===== src/rtl/decode_stage.sv =====
// decode_stage: second pipeline stage.
//
// Splits the fetched instruction into fields and reads the 16x32 register
// file. It also sign-extends the immediate. A busy-bit scoreboard tracks
// destination registers that are still in flight. On a RAW or WAW hazard,
// fetch is stalled and a bubble goes to execute. Otherwise the decoded
// bundle is registered for execute.
//
// Optional build macro: DECODE_WB_BYPASS_EN
//   Defined   - a writeback in the current cycle is forwarded to the operand
//               read, and it counts as already clearing its busy bit.
//   Undefined - reads return the pre-write value, and busy clears at the edge.
//
// Ports:
//   clk            in   rising-edge clock
//   reset          in   asynchronous, active-low reset
//   inPc           in   PC of the incoming instruction
//   inInstruction  in   incoming instruction word
//   wbEn           in   writeback write enable
//   wbReg          in   writeback destination index
//   wbData         in   writeback data
//   stall          out  combinational; fetch must hold pc/instruction
//   outPc          out  registered PC
//   outInstruction out  registered instruction (NOOP_WORD for a bubble)
//   outRs1Val      out  registered rs1 operand
//   outRs2Val      out  registered rs2 operand
//   outImm         out  registered sign-extended imm[15:0]
//   outRd          out  registered destination index
//   outRegWrtEn    out  registered; the instruction writes rd
module decode_stage #(
    parameter int               DBITS     = 32,
    parameter int               REG_COUNT = 16,
    parameter logic [DBITS-1:0] NOOP_WORD = 32'h3b000099
) (
    input  logic             clk,
    input  logic             reset,
    input  logic [DBITS-1:0] inPc,
    input  logic [DBITS-1:0] inInstruction,
    input  logic             wbEn,
    input  logic [3:0]       wbReg,
    input  logic [DBITS-1:0] wbData,
    output logic             stall,
    output logic [DBITS-1:0] outPc,
    output logic [DBITS-1:0] outInstruction,
    output logic [DBITS-1:0] outRs1Val,
    output logic [DBITS-1:0] outRs2Val,
    output logic [DBITS-1:0] outImm,
    output logic [3:0]       outRd,
    output logic             outRegWrtEn
);

    localparam logic [3:0] OP_ALUR   = 4'b0000;
    localparam logic [3:0] OP_ALUI   = 4'b1000;
    localparam logic [3:0] OP_CMPR   = 4'b0010;
    localparam logic [3:0] OP_CMPI   = 4'b1010;
    localparam logic [3:0] OP_LOAD   = 4'b1001;
    localparam logic [3:0] OP_STORE  = 4'b0101;
    localparam logic [3:0] OP_BRANCH = 4'b0110;
    localparam logic [3:0] OP_JAL    = 4'b1011;

    logic [DBITS-1:0]     regfile_q [REG_COUNT];
    logic [REG_COUNT-1:0] busy_q, busy_d;

    logic [DBITS-1:0] pc_q, pc_d;
    logic [DBITS-1:0] instr_q, instr_d;
    logic [DBITS-1:0] rs1Val_q, rs1Val_d;
    logic [DBITS-1:0] rs2Val_q, rs2Val_d;
    logic [DBITS-1:0] imm_q, imm_d;
    logic [3:0]       rd_q, rd_d;
    logic             regWrtEn_q, regWrtEn_d;

    logic [3:0]           opcode, rd, rs1, rs2;
    logic [15:0]          imm16;
    logic                 usesRs1, usesRs2, writesRd;
    logic [REG_COUNT-1:0] wbMask, effBusy;
    logic [DBITS-1:0]     rs1Read, rs2Read;
    logic                 hazard, issue;

    // Field extraction and per-opcode source/destination usage. The bubble
    // word carries a real opcode, so it has to be caught by full-word compare
    // before the opcode table is consulted.
    always_comb begin
        opcode   = inInstruction[27:24];
        rd       = inInstruction[23:20];
        rs1      = inInstruction[19:16];
        rs2      = inInstruction[15:12];
        imm16    = inInstruction[15:0];
        usesRs1  = 1'b0;
        usesRs2  = 1'b0;
        writesRd = 1'b0;
        if (inInstruction != NOOP_WORD) begin
            unique case (opcode)
                OP_ALUR, OP_CMPR: begin
                    usesRs1  = 1'b1;
                    usesRs2  = 1'b1;
                    writesRd = 1'b1;
                end
                OP_ALUI, OP_CMPI, OP_LOAD, OP_JAL: begin
                    usesRs1  = 1'b1;
                    writesRd = 1'b1;
                end
                OP_STORE, OP_BRANCH: begin
                    usesRs1  = 1'b1;
                    usesRs2  = 1'b1;
                end
                default: ;
            endcase
        end
    end

    // Operand read and hazard detection. With the bypass build, a writeback
    // landing this cycle is visible to the read and no longer counts as busy.
    always_comb begin
        wbMask = wbEn ? (REG_COUNT'(1) << wbReg) : '0;
`ifdef DECODE_WB_BYPASS_EN
        effBusy = busy_q & ~wbMask;
        rs1Read = (wbEn && usesRs1 && (wbReg == rs1)) ? wbData : regfile_q[rs1];
        rs2Read = (wbEn && usesRs2 && (wbReg == rs2)) ? wbData : regfile_q[rs2];
`else
        effBusy = busy_q;
        rs1Read = regfile_q[rs1];
        rs2Read = regfile_q[rs2];
`endif
        hazard = (usesRs1 & effBusy[rs1]) | (usesRs2 & effBusy[rs2]) |
                 (writesRd & effBusy[rd]);
        issue  = (usesRs1 | writesRd) & ~hazard;
        stall  = reset & hazard;
    end

    // Next output bundle: a bubble unless an instruction issues. Writeback
    // clears its busy bit first, so an issue to the same rd leaves it set.
    always_comb begin
        pc_d       = inPc;
        instr_d    = NOOP_WORD;
        rs1Val_d   = '0;
        rs2Val_d   = '0;
        imm_d      = '0;
        rd_d       = '0;
        regWrtEn_d = 1'b0;
        busy_d     = busy_q & ~wbMask;
        if (issue) begin
            instr_d    = inInstruction;
            rs1Val_d   = rs1Read;
            rs2Val_d   = rs2Read;
            imm_d      = {{(DBITS-16){imm16[15]}}, imm16};
            rd_d       = rd;
            regWrtEn_d = writesRd;
            if (writesRd) begin
                busy_d[rd] = 1'b1;
            end
        end
    end

    always_ff @(posedge clk or negedge reset) begin
        if (!reset) begin
            pc_q       <= '0;
            instr_q    <= NOOP_WORD;
            rs1Val_q   <= '0;
            rs2Val_q   <= '0;
            imm_q      <= '0;
            rd_q       <= '0;
            regWrtEn_q <= 1'b0;
            busy_q     <= '0;
        end else begin
            pc_q       <= pc_d;
            instr_q    <= instr_d;
            rs1Val_q   <= rs1Val_d;
            rs2Val_q   <= rs2Val_d;
            imm_q      <= imm_d;
            rd_q       <= rd_d;
            regWrtEn_q <= regWrtEn_d;
            busy_q     <= busy_d;
        end
    end

    always_ff @(posedge clk or negedge reset) begin
        if (!reset) begin
            for (int i = 0; i < REG_COUNT; i++) begin
                regfile_q[i] <= '0;
            end
        end else if (wbEn) begin
            regfile_q[wbReg] <= wbData;
        end
    end

    assign outPc          = pc_q;
    assign outInstruction = instr_q;
    assign outRs1Val      = rs1Val_q;
    assign outRs2Val      = rs2Val_q;
    assign outImm         = imm_q;
    assign outRd          = rd_q;
    assign outRegWrtEn    = regWrtEn_q;

endmodule

===== config.mk =====
export PLATFORM = sky130hd
export DESIGN_NAME = decode_stage
export DESIGN_NICKNAME = d
export VERILOG_FILES = /design/src/rtl/decode_stage.sv
export SDC_FILE = /design/constraint.sdc
export NUM_CORES = 1
export LEC_CHECK = 0
export BUFFER_PORTS_ARGS = -buffer_cell sky130_fd_sc_hd__buf_2
export CORE_MARGIN = 2
export CORE_UTILIZATION = 65
export DETAILED_ROUTE_END_ITERATION = 10
export HOLD_SLACK_MARGIN = 0.12
export PLACE_DENSITY = 0.95
export SKIP_LAST_GASP = 1
export SYNTH_ARGS = -nofsm -noshare
export SYNTH_HDL_FRONTEND = slang
export SYNTH_SLANG_ARGS = --single-unit
export TNS_END_PERCENT = 20

===== constraint.sdc =====
create_clock -name clk -period 5 [get_ports clk]
set_input_delay 0.5 -clock clk [delete_from_list [all_inputs] [get_ports clk]]
set_output_delay 0.5 -clock clk [all_outputs]
set_load 0.01 [all_outputs]

# Yosys cells after proc, flatten, opt, wreduce, memory -nomap -nowiden
# Cells that the tools add are included.
dict set report totals {
  reg_bits 693
  elab_cells 94
  in_bits 103
  output_inout_bits 166
}
dict set report op_classes {
  magnitude_cmp 8
  n_eq_ne 8
  shift 1
  n_reduce_logical 6
  bitwise_logic 15
  muxes 32
}
# operator count
set op_table {}
lappend op_table {{bitwise mux 512 bit} 1}
lappend op_table {{2-to-1 mux 32 bit} 9}
lappend op_table {{binary-select mux 32 bit (select 4 bit)} 2}
lappend op_table {{demux 32 bit (select 4 bit)} 1}
lappend op_table {{2-to-1 mux 16 bit} 3}
lappend op_table {{!= test 32 x 30 -> 1 bit (second input constant)} 1}
lappend op_table {{AND 16 bit} 1}
lappend op_table {{equality test 4 bit (second input constant)} 4}
lappend op_table {{NOT 16 bit} 1}
lappend op_table {{bitwise OR 16 bit} 1}
lappend op_table {{<< shifter 1 x 4 -> 16 bit (first input constant)} 1}
lappend op_table {{greater-or-equal comparator 5 bit (second input constant)} 3}
lappend op_table {{< comparator 4 x 5 -> 1 bit (second input constant)} 3}
lappend op_table {{NOT 4 -> 5 bit} 3}
lappend op_table {{binary-select mux 1 bit (select 4 bit)} 3}
lappend op_table {{2-to-1 mux 1 bit} 11}
lappend op_table {{equality test 4 x 3 -> 1 bit (second input constant)} 2}
lappend op_table {{OR reduction 8 bit} 1}
lappend op_table {{OR reduction 6 bit} 1}
lappend op_table {{AND 1 bit} 5}
lappend op_table {{< comparator 5 x 1 -> 1 bit (second input constant)} 1}
lappend op_table {{demux 1 bit (select 4 bit)} 1}
lappend op_table {{equality test 4 x 2 -> 1 bit (second input constant)} 1}
lappend op_table {{greater-or-equal comparator 4 x 1 -> 1 bit (second input constant)} 1}
lappend op_table {{other kinds (6)} 9}

# Longest topological paths before layout
dict set report depth {
  word_depth 10
  mapped_depth 10
  depth_no_buf 6
}

# Least setup slack after synthesis
# No wires, ideal clock.
dict set report synth_timing {
  kind {input-to-output}
  from {in inInstruction[18]}
  to {out stall}
  arrival_time_ns 2.250
  path_slack_ns 2.250
  cell_stages 7
  path_buffers 1
  required_time_ns 4.500
  cell_sequence {clkbuf_1 > or4bb_1 > or4_1 > o22ai_1 > nor2b_1 > nor3b_1 > nor2b_1}
}
dict set report synth_via {
  elab_chain_len 6
  elab_cells_between_ends 12
  classes_between {1 x eq/ne; 5 x mux; 6 x bitwise}
}
# element line
set synth_lines {}
lappend synth_lines {{start: declaration} 38} ;# input logic [DBITS-1:0] inInstruction,
lappend synth_lines {{binary-select mux 1 bit (select 4 bit) or != test 32 x 30 -> 1 bit (tied branches)} {124, 91}}
lappend synth_lines {{2-to-1 mux 1 bit, on equally long branches} {124, 91}}
lappend synth_lines {{AND 1 bit} 124} ;# hazard = (usesRs1 & effBusy[rs1]) | (usesRs2 & effBusy[rs2]) |
lappend synth_lines {{bitwise OR 1 bit} 124}
lappend synth_lines {{bitwise OR 1 bit (*)} 124}
lappend synth_lines {{AND 1 bit (*)} 127} ;# stall = reset & hazard;
lappend synth_lines {{end: declaration} 42} ;# output logic stall,
# Mark *: on every way between the ends. The rest lies on a longest branch, timed or not. The select of a mux whose other input is x is not followed.

# Worst setup path after layout
dict set report layout_timing {
  from {in inInstruction[1]}
  to {out stall}
}
dict set report layout_via {
  elab_chain_len 6
  elab_cells_between_ends 10
  classes_between {1 x eq/ne; 3 x mux; 6 x bitwise}
}
# element line
set layout_lines {}
lappend layout_lines {{!= test 32 x 30 -> 1 bit (*)} 91} ;# if (inInstruction != NOOP_WORD) begin
lappend layout_lines {{2-to-1 mux 1 bit} 91}
lappend layout_lines {{AND 1 bit} 124}
lappend layout_lines {{bitwise OR 1 bit} 124}
lappend layout_lines {{bitwise OR 1 bit (*)} 124}
lappend layout_lines {{AND 1 bit (*)} 127}
# Mark *: on every way between the ends. The rest lies on a longest branch, timed or not.

==> out/summary.txt <==
Num CTS Buffers = 68
Largest area contributor in the netlist = dfrtp_1
CP Data Required Time = 4.50 ns
Number of flops mapped to enable cells by yosys = 0
R2r worst-path depth = 7
Max Clock Freq = 255 MHz
Fin. Hold Viols = 0
Grt met2 use = 0.578
Antenna Nets Post-Route = 0
Min-delay worst type = input pin to flop
Initial antenna violation count = 13
Vias in the first global route = 22243
Largest net degree at the start of global routing = 157
Peak VDD IR = 316 µV
Placer Congestion = 0.918
First-pass GRT wire length = 138000 µm
Slew at the pin with the worst max-slew slack = 1.43 ns
Comb power frac = 0.213
P&R area growth vs syn = 13.8%
Routed WL per cell = 31.3 µm
Core region area = 48800 µm²
Top-count cell post-synth = dfrtp_1
Footprint of the multi-input gates = 14600 µm²
Std-Cell Rows = 81
Reg2reg start = busy_q[1]
Initial DRC count = 2325
Syn Inst Count = 1966
Clock buffer depth = 3
Critical Path End Type = output pin
Max H-tree Level = 3
Setup TNS = 0 ns
Fin. max-slew vios = 0
Yosys top cell area share = 0.508
PD cells = 444 nW/µm²
Worst setup path startpoint = inInstruction[1]
Met3 Track Usage GR = 0.0991
Clock share of power = 0.329
DP HPWL = 49100 µm
Total power = 16.2 mW
Area contributors post-synth = dfrtp_1 51%, mux4_2 23%, mux2_2 18%
Ports = 269
Die span in x = 226 µm
Die area = 51200 µm²
P_leak = 15.9 nW
CP Capture Point = stall
Worst clock skew = 0.0228 ns
Met1 Track Usage GR = 0.463
1st-pass router iterations = 5
MaxCap Viol Count = 0
Vias post-DR = 20717
Most used DFF post-synth = dfrtp_1
Syn avg cell area = 16.3 µm²
Clk Latency, worst-skew pair = 0.62 ns
Worst Path Max Fanout = 2
Reg clk slew, reported paths = 0.06 ns
Seq pwr share = 0.458
Congestion Overflow GR = 0
Post-synthesis cell type count = 45
Final setup vio count = 0
Slew HR = 0.0439
Sequential cell area = 16600 µm²
Slack of the worst reg-to-reg path = 2.16 ns
Wirelength, routed = 91000 µm
Synth Register Bits = 661
Internal = 11.8 mW
TritonCTS Sinks = 661
Residual DRC = 0
Post-Syn Nets = 2069
Register area share after synthesis = 0.515
Ys async rst share = 1.00
RSZ-0062 raised after global routing = no
Layout cells sized above 1 = 0.576
Crit path kind = input pin to output pin
Post-cts repair resize count = 0
Chip height = 226 µm
Total of warnings raised by yosys = 0
TritonCTS clock tree = built
Arrival @ worst endpoint = 3.43 ns
Final net count = 2279
Status = completed
Fill cells = 2562
Final min period = 3.93 ns
Worst r2r dst = outRs2Val[19]
Switching Power = 4.46 mW
GRT Util Overall = 0.369
Port buffer count = 268
Net Sw Frac = 0.275
Vias/cell = 7.14
CP Launch Type = input pin
Fraction of the cycle the final worst path needs = 0.785
Most Used Layer, Global Route = met2
Root buf cell = clkbuf_16
Commonest cells post-synth = 652 x dfrtp_1, 516 x mux2_2, 328 x mux4_2, 141 x clkbuf_1, 72 x nor2b_1
Initial core utilization = 0.658
Syn Std Cell Area = 32100 µm²
[registers in the layout (all words and copies together), names as in the netlist]
register,cells
outRs1Val,32
outRs2Val,32
outRegWrtEn,1
outInstruction,17
busy_q,16
outPc,32
outRd,3
regfile_q,512
outImm,16
[layer usage]
metal	part of all wire	vias up
li1	-	7895
met1	0.34	10850
met2	0.48	1511
met3	0.11	453
met4	0.067	8
met5	0.00056	-
[stage by stage]
stage          cells  setup slack, ns  hold slack [ns]  area (µm²)  utilization
2_1_floorplan   1966             2.25            0.204       32100            -
3_3_place_gp    2728             1.42            0.499       33800        0.692
3_5_place_dp    2728             1.40            0.511       33800        0.692
4_1_cts         2892             1.16            0.123       36500        0.748
5_1_grt         2897            0.989            0.147       36600        0.748
6_report        2902             1.07            0.132       36600        0.749
[worst min-delay path by stage]
stage | start | end | cells after the start
floorplan | reset | busy_q[0] | 0
global placement | regfile_q[443] | regfile_q[443] | 1
detailed placement | regfile_q[45] | regfile_q[45] | 1
CTS | inInstruction[8] | outImm[8] | 3
global route | inInstruction[8] | outImm[8] | 3
finish | inInstruction[8] | outImm[8] | 3
[power by group through the flow]
stage | sequential [mW] | combinational [mW] | clock [mW]
6_report | 7.44 | 3.45 | 5.33
4_1_cts | 7.37 | 3.44 | 5.33
3_3_place_gp | 7.23 | 3.17 | 0
3_5_place_dp | 7.38 | 3.34 | 0
5_1_grt | 7.52 | 3.65 | 5.56
2_1_floorplan | 7.13 | 2.53 | 0
[layout by cell type (no fill, tap or decap), drive strengths merged, types with 3 or more instances in the layout]
| cell | instances |
|---|---|
| mux4 | 328 |
| nor4 | 3 |
| or4 | 5 |
| nand3 | 7 |
| nor3 | 4 |
| nor2b | 72 |
| nor2 | 38 |
| and3 | 5 |
| bufinv | 7 |
| diode | 10 |
| mux2i | 4 |
| inv | 34 |
| clkinvlp | 3 |
| or3 | 5 |
| or2 | 4 |
| dlygate4sd3 | 42 |
| buf | 306 |
| o22ai | 8 |
| clkinv | 12 |
| o311ai | 3 |
| nand2b | 12 |
| dfrtp | 652 |
| mux2 | 516 |
| clkbuf | 99 |
| o21ai | 6 |
| nand2 | 19 |
| dfstp | 9 |
| o41ai | 7 |
[cells by family after synthesis]
| kind of cell | after synthesis | share of synthesized area |
|---|---|---|
| AOI/OAI and AO/OA | 31 | 0.00685 |
| buffers and inverters | 241 | 0.0337 |
| and+or+nand+nor | 185 | 0.0324 |
| muxes | 848 | 0.412 |
| DFF | 661 | 0.515 |
[final cells by class]
| class | count | share of cell area |
|---|---|---|
| Inverter | 31 | 0.00318 |
| Antenna cell | 10 | 0.000684 |
| Sequential cell | 661 | 0.453 |
| Clock inverter | 25 | 0.00900 |
| Multi-Input combinational cell | 1064 | 0.398 |
| Clock buffer | 97 | 0.0543 |
| Timing Repair Buffer | 350 | 0.0593 |
| Tap cell | 664 | 0.0227 |
[critical path, stage by stage]
cell	delay, ns
dlygate4sd3_1	0.56
buf_2	0.14
or4b_1	0.60
or4_1	0.56
o22ai_1	0.23
nor2b_1	0.09
nor3b_1	0.48
nor2b_1	0.10
buf_2	0.16
[repair_timing]
item	CTS	global route
setup endpoints to repair	0	0
setup buffers	0	0
hold endpoints to repair	121	0
hold buffers	42	0
Note: power is estimated with default switching activity, not from simulation.
